## config.mk

```make
export PLATFORM = sky130hd
export DESIGN_NAME = byte_stream_packer
export DESIGN_NICKNAME = d
export VERILOG_FILES = /design/src/rtl/byte_stream_packer.sv
export SDC_FILE = /design/constraint.sdc
export NUM_CORES = 1
export LEC_CHECK = 0
export BUFFER_PORTS_ARGS = -buffer_cell sky130_fd_sc_hd__buf_2
export CAP_MARGIN = 10
export CELL_PAD_IN_SITES_DETAIL_PLACEMENT = 0
export CELL_PAD_IN_SITES_GLOBAL_PLACEMENT = 1
export CORE_MARGIN = 8
export CORE_UTILIZATION = 35
export DETAILED_ROUTE_END_ITERATION = 6
export PLACE_DENSITY_LB_ADDON = 0.05
export SYNTH_ARGS = -nofsm -noshare
export SYNTH_HDL_FRONTEND = slang
export SYNTH_SLANG_ARGS = --single-unit
```

## constraint.sdc

```tcl
create_clock -name clk -period 5.7 [get_ports clk]
set_input_delay 0 -clock clk [delete_from_list [all_inputs] [get_ports clk]]
set_output_delay 0 -clock clk [all_outputs]
set_load 0.02 [all_outputs]
```

## src/rtl/byte_stream_packer.sv

```systemverilog
// Packs a byte-wide valid/ready stream into OUT_BYTES-wide words with keep mask and packet count.
// Define BYTE_STREAM_PACKER_BIG_ENDIAN_EN to place the first byte of a word in the MSB lane.
module byte_stream_packer #(
    parameter int OUT_BYTES = 8,
    parameter int CNT_W     = 32
) (
    input  logic                         clk,
    input  logic                         rst_n,
    input  logic [7:0]                   in_data,
    input  logic                         in_valid,
    input  logic                         in_last,
    output logic                         in_ready,
    output logic [8*OUT_BYTES-1:0]       out_data,
    output logic [OUT_BYTES-1:0]         out_keep,
    output logic [$clog2(OUT_BYTES):0]   out_nbytes,
    output logic                         out_last,
    output logic                         out_valid,
    input  logic                         out_ready,
    output logic [CNT_W-1:0]             pkt_count
);

    localparam int IDX_W = (OUT_BYTES > 1) ? $clog2(OUT_BYTES) : 1;
    localparam int NB_W  = $clog2(OUT_BYTES) + 1;

    logic [OUT_BYTES-1:0][7:0] acc_reg;
    logic [OUT_BYTES-1:0][7:0] acc_next;
    logic [IDX_W-1:0]          idx_reg;
    logic [8*OUT_BYTES-1:0]    data_reg;
    logic [OUT_BYTES-1:0]      keep_reg;
    logic [OUT_BYTES-1:0]      keep_next;
    logic [NB_W-1:0]           nbytes_reg;
    logic                      last_reg;
    logic                      valid_reg;
    logic [CNT_W-1:0]          cnt_reg;

    logic accept;
    logic complete;
    logic drain;

    assign in_ready = !valid_reg || out_ready;
    assign accept   = in_valid && in_ready;
    assign complete = accept && (in_last || (idx_reg == IDX_W'(OUT_BYTES - 1)));
    assign drain    = valid_reg && out_ready;

    // Each lane knows which byte position of the word it holds; keep is
    // simply "position already filled", which keeps the mask contiguous.
    generate
        for (genvar gi = 0; gi < OUT_BYTES; gi++) begin : g_lane
`ifdef BYTE_STREAM_PACKER_BIG_ENDIAN_EN
            localparam int LANE_POS = OUT_BYTES - 1 - gi;
`else
            localparam int LANE_POS = gi;
`endif
            assign acc_next[gi]  = (accept && (idx_reg == IDX_W'(LANE_POS))) ? in_data : acc_reg[gi];
            assign keep_next[gi] = (IDX_W'(LANE_POS) <= idx_reg);
        end
    endgenerate

    always_ff @(posedge clk or negedge rst_n) begin
        if (!rst_n) begin
            acc_reg    <= '0;
            idx_reg    <= '0;
            data_reg   <= '0;
            keep_reg   <= '0;
            nbytes_reg <= '0;
            last_reg   <= 1'b0;
            valid_reg  <= 1'b0;
            cnt_reg    <= '0;
        end else begin
            if (complete) begin
                // New word replaces the draining one on the same edge.
                data_reg   <= acc_next;
                keep_reg   <= keep_next;
                nbytes_reg <= NB_W'(idx_reg) + NB_W'(1);
                last_reg   <= in_last;
                valid_reg  <= 1'b1;
                acc_reg    <= '0;
                idx_reg    <= '0;
            end else begin
                if (accept) begin
                    acc_reg <= acc_next;
                    idx_reg <= idx_reg + IDX_W'(1);
                end
                if (drain) begin
                    valid_reg <= 1'b0;
                end
            end
            if (drain && last_reg && (cnt_reg != {CNT_W{1'b1}})) begin
                cnt_reg <= cnt_reg + CNT_W'(1);
            end
        end
    end

    assign out_data   = data_reg;
    assign out_keep   = keep_reg;
    assign out_nbytes = nbytes_reg;
    assign out_last   = last_reg;
    assign out_valid  = valid_reg;
    assign pkt_count  = cnt_reg;

endmodule
```

==> impl_metrics.env <==
export IMPL_outcome="completed"
export IMPL_drt_initial_drc_count=328
export IMPL_syn_nets=686
export IMPL_r2r_slack_ps=3180
export IMPL_grt_antenna_before_repair=0
export IMPL_via_per_inst=4.80
export IMPL_drc=0
export IMPL_clkSlewWorstSetupHoldPaths_ps=70
export IMPL_layout_nets=805
export IMPL_ys_types=39
export IMPL_fp_coreArea_um2=20300
export IMPL_syn_area_um2=7250
export IMPL_n_fill_cell=2011
export IMPL_gr_total_overflow=0
export IMPL_cts_sinks=177
export IMPL_ys_seq_area_share_pct=61.1
export IMPL_synthTopCellsByCount="dfrtp_1, nand2_1, nor2_1, o21ai_0, mux2i_1"
export IMPL_synth_area_per_cell_um2=10.9
export IMPL_syn_inst=668
export IMPL_end_kind="flop"
export IMPL_crit_slowest_cell="o21ai_4"
export IMPL_regArea_um2=4430
export IMPL_drive_gt1_share_pct=21.7
export IMPL_dpl_hpwl_mm=12.7
export IMPL_synth_top_cell_area_share_pct=61.1
export IMPL_power_mw=3.18
export IMPL_synth_area_leader_cell="dfrtp_1"
export IMPL_synth_most_common_cell="dfrtp_1"
export IMPL_path_common_cell="ha_1"
export IMPL_slowest_delay_ps=830
export IMPL_maxSlewViolCount=0
export IMPL_yosys_most_used_dff="dfrtp_1"
export IMPL_num_antenna_cells=0
export IMPL_grt_pass1_wl_mm=29.6
export IMPL_multi_input_area_um2=2680
export IMPL_crit_chain="ha_1 -> ha_1 -> o21ai_4 -> buf_12 -> o21ai_0"
export IMPL_cts_tree="built"
export IMPL_dieArea_um2=25600
export IMPL_cts_setup_buffers=0
export IMPL_start_util_pct=35.7
export IMPL_port_buffers=123
export IMPL_post_route_period_util_pct=44.2
export IMPL_hold_viol_final=0
export IMPL_async_flop_share_pct=100
export IMPL_yosys_warnings=0
export IMPL_hp_class="in2reg"
export IMPL_rows=52
export IMPL_dr_total_vias=5135
export IMPL_cp_max_fo=105
export IMPL_tightest_slew_ps=1040
export IMPL_wl_per_cell_um=17.2
export IMPL_critPathKind="reg2reg"
export IMPL_drtPass1Iterations=4
export IMPL_layout_min_cycle_time_ps=2520
export IMPL_setup_viol=0
export IMPL_max_freq_mhz=397
export IMPL_p_per_area_nw_per_um2=360
export IMPL_finClkSkew_ps=12.1
export IMPL_die_y_um=160
export IMPL_synth_seq_cells=177
export IMPL_grt_max_degree=106
export IMPL_final_util_pct=43.5
export IMPL_cts_root_buf="clkbuf_16"
export IMPL_critPathLaunchType="flop"
export IMPL_slew_headroom_pct=30.5
export IMPL_synthToLayoutAreaGrowth_pct=21.8
export IMPL_clockBufferDepth=2
export IMPL_gp_congestion=0.758
export IMPL_setup_tns_final_ps=0
export IMPL_routed_wl_mm=18.4
export IMPL_vdd_drop_max_v=0.000193
export IMPL_grt_pass1_vias=5218
export IMPL_cp_required_ps=5980
export IMPL_synth_edf_count=0
export IMPL_rsz0062_at_grt="false"
export IMPL_insertion_delay_ps=420
export IMPL_critPathArrivalTime_ps=2800
export IMPL_ys_top_cells_by_area="dfrtp_1, mux2i_1, nand2_1, o21ai_0, nor2_1"
export IMPL_die_w_um=160
export IMPL_io_pins=124
export IMPL_cap_viol_max_count=0
export IMPL_numCtsBuffers=17
export IMPL_ant_nets=0
export IMPL_power_leakage_nw=4.49
export IMPL_hold_ws_ps=55.9
export IMPL_htreeDepth=4
export IMPL_grt_usage_pct=14.6
[cell usage in the layout, fill, tap and decap left out, drive strengths merged]
| cell | instances |
|---|---|
| o21a | 1 |
| o21ai | 75 |
| xor2 | 13 |
| or4 | 1 |
| clkinvlp | 3 |
| nand4 | 15 |
| ha | 5 |
| clkbuf | 18 |
| nor3 | 8 |
| nor4b | 1 |
| o211ai | 1 |
| mux2i | 64 |
| dlygate4sd3 | 9 |
| o311ai | 1 |
| inv | 4 |
| o22a | 1 |
| nor2 | 75 |
| clkinv | 6 |
| a21oi | 3 |
| nand3 | 16 |
| dfrtp | 177 |
| and4 | 4 |
| nor4 | 7 |
| xnor2 | 13 |
| bufinv | 3 |
| a31oi | 1 |
| nor3b | 2 |
| nand2b | 1 |
| or3 | 2 |
| nand2 | 107 |
| mux2 | 3 |
| or2 | 1 |
| and3 | 16 |
| buf | 130 |
| and2 | 11 |
| o31ai | 1 |
[where the power goes]
part	internal (mW)	total (mW)	switching [mW]	leakage, nW
clock network	0.700	1.20	0.497	0.288
registers	1.38	1.47	0.0932	2.42
logic	0.165	0.505	0.340	1.78
total	2.25	3.18	0.931	4.49
[area by class of cell]
type	count	share of cell area [%]
clock buffers	18	4.97
clock inverters	13	1.84
well taps	270	3.82
inverters	3	0.127
flip-flops and latches	177	50.1
multi-input cells	449	30.3
repair buffers	139	8.79
[cell families (layout without fill, tap and decap cells)]
logic type               count (synthesis)  after routing  synth area share, %
AO/OA/AOI/OAI                           84             84                 6.02
XOR/XNOR                                26             26                 3.14
adder cells (fa/ha/maj)                  5              5                0.863
buffers and inverters                   42            173                 2.26
flip-flops                             177            177                 61.1
multiplexers                            67             67                 9.35
AND/OR/NAND/NOR                        267            267                 17.3
[path summary, 6_finish.rpt]
| kind | from | endpoint | depth (start not counted) |
|---|---|---|---|
| min | in_data[7] | out_data[63] | 3 |
| max reg2reg | idx_reg[0] | out_data[38] | 5 |
| max | idx_reg[0] | out_data[38] | 5 |
| min reg2reg | out_data[42] | out_data[42] | 2 |
| min in group asynchronous | rst_n | pkt_count[12] | 2 |
| max in group asynchronous | rst_n | out_data[4] | 3 |
[routing by layer]
layer,track usage (%),wire [um],vias up
li1,-,-,2498
met1,20.0,9100,2519
met2,22.6,8510,108
met3,3.93,722,10
met4,3.53,106,0
met5,0,0,-
[repair_timing]
action	CTS	global route
resized for setup	0	0
hold endpoints to repair	63	0
hold buffers	9	0
[stage by stage]
| step | cell area (um2) | std cells | worst slack [ps] |
|---|---|---|---|
| after floorplan | 7250 | 668 | 3620 |
| after global placement | 8140 | 1029 | 3230 |
| after detailed placement | 8140 | 1029 | 3140 |
| after CTS | 8840 | 1069 | 3150 |
| after global routing | 8840 | 1069 | 2870 |
| final | 8840 | 1069 | 3180 |
[worst max-delay path: cells and delay by family, from the launching register on]
kind | cells | cell delay [ps]
AOI/OAI and AO/OA | 2 | 990
adders and majority gates | 2 | 460
buffers and inverters | 1 | 400
DFF | 1 | 460
(Power assumes the default switching activity.)
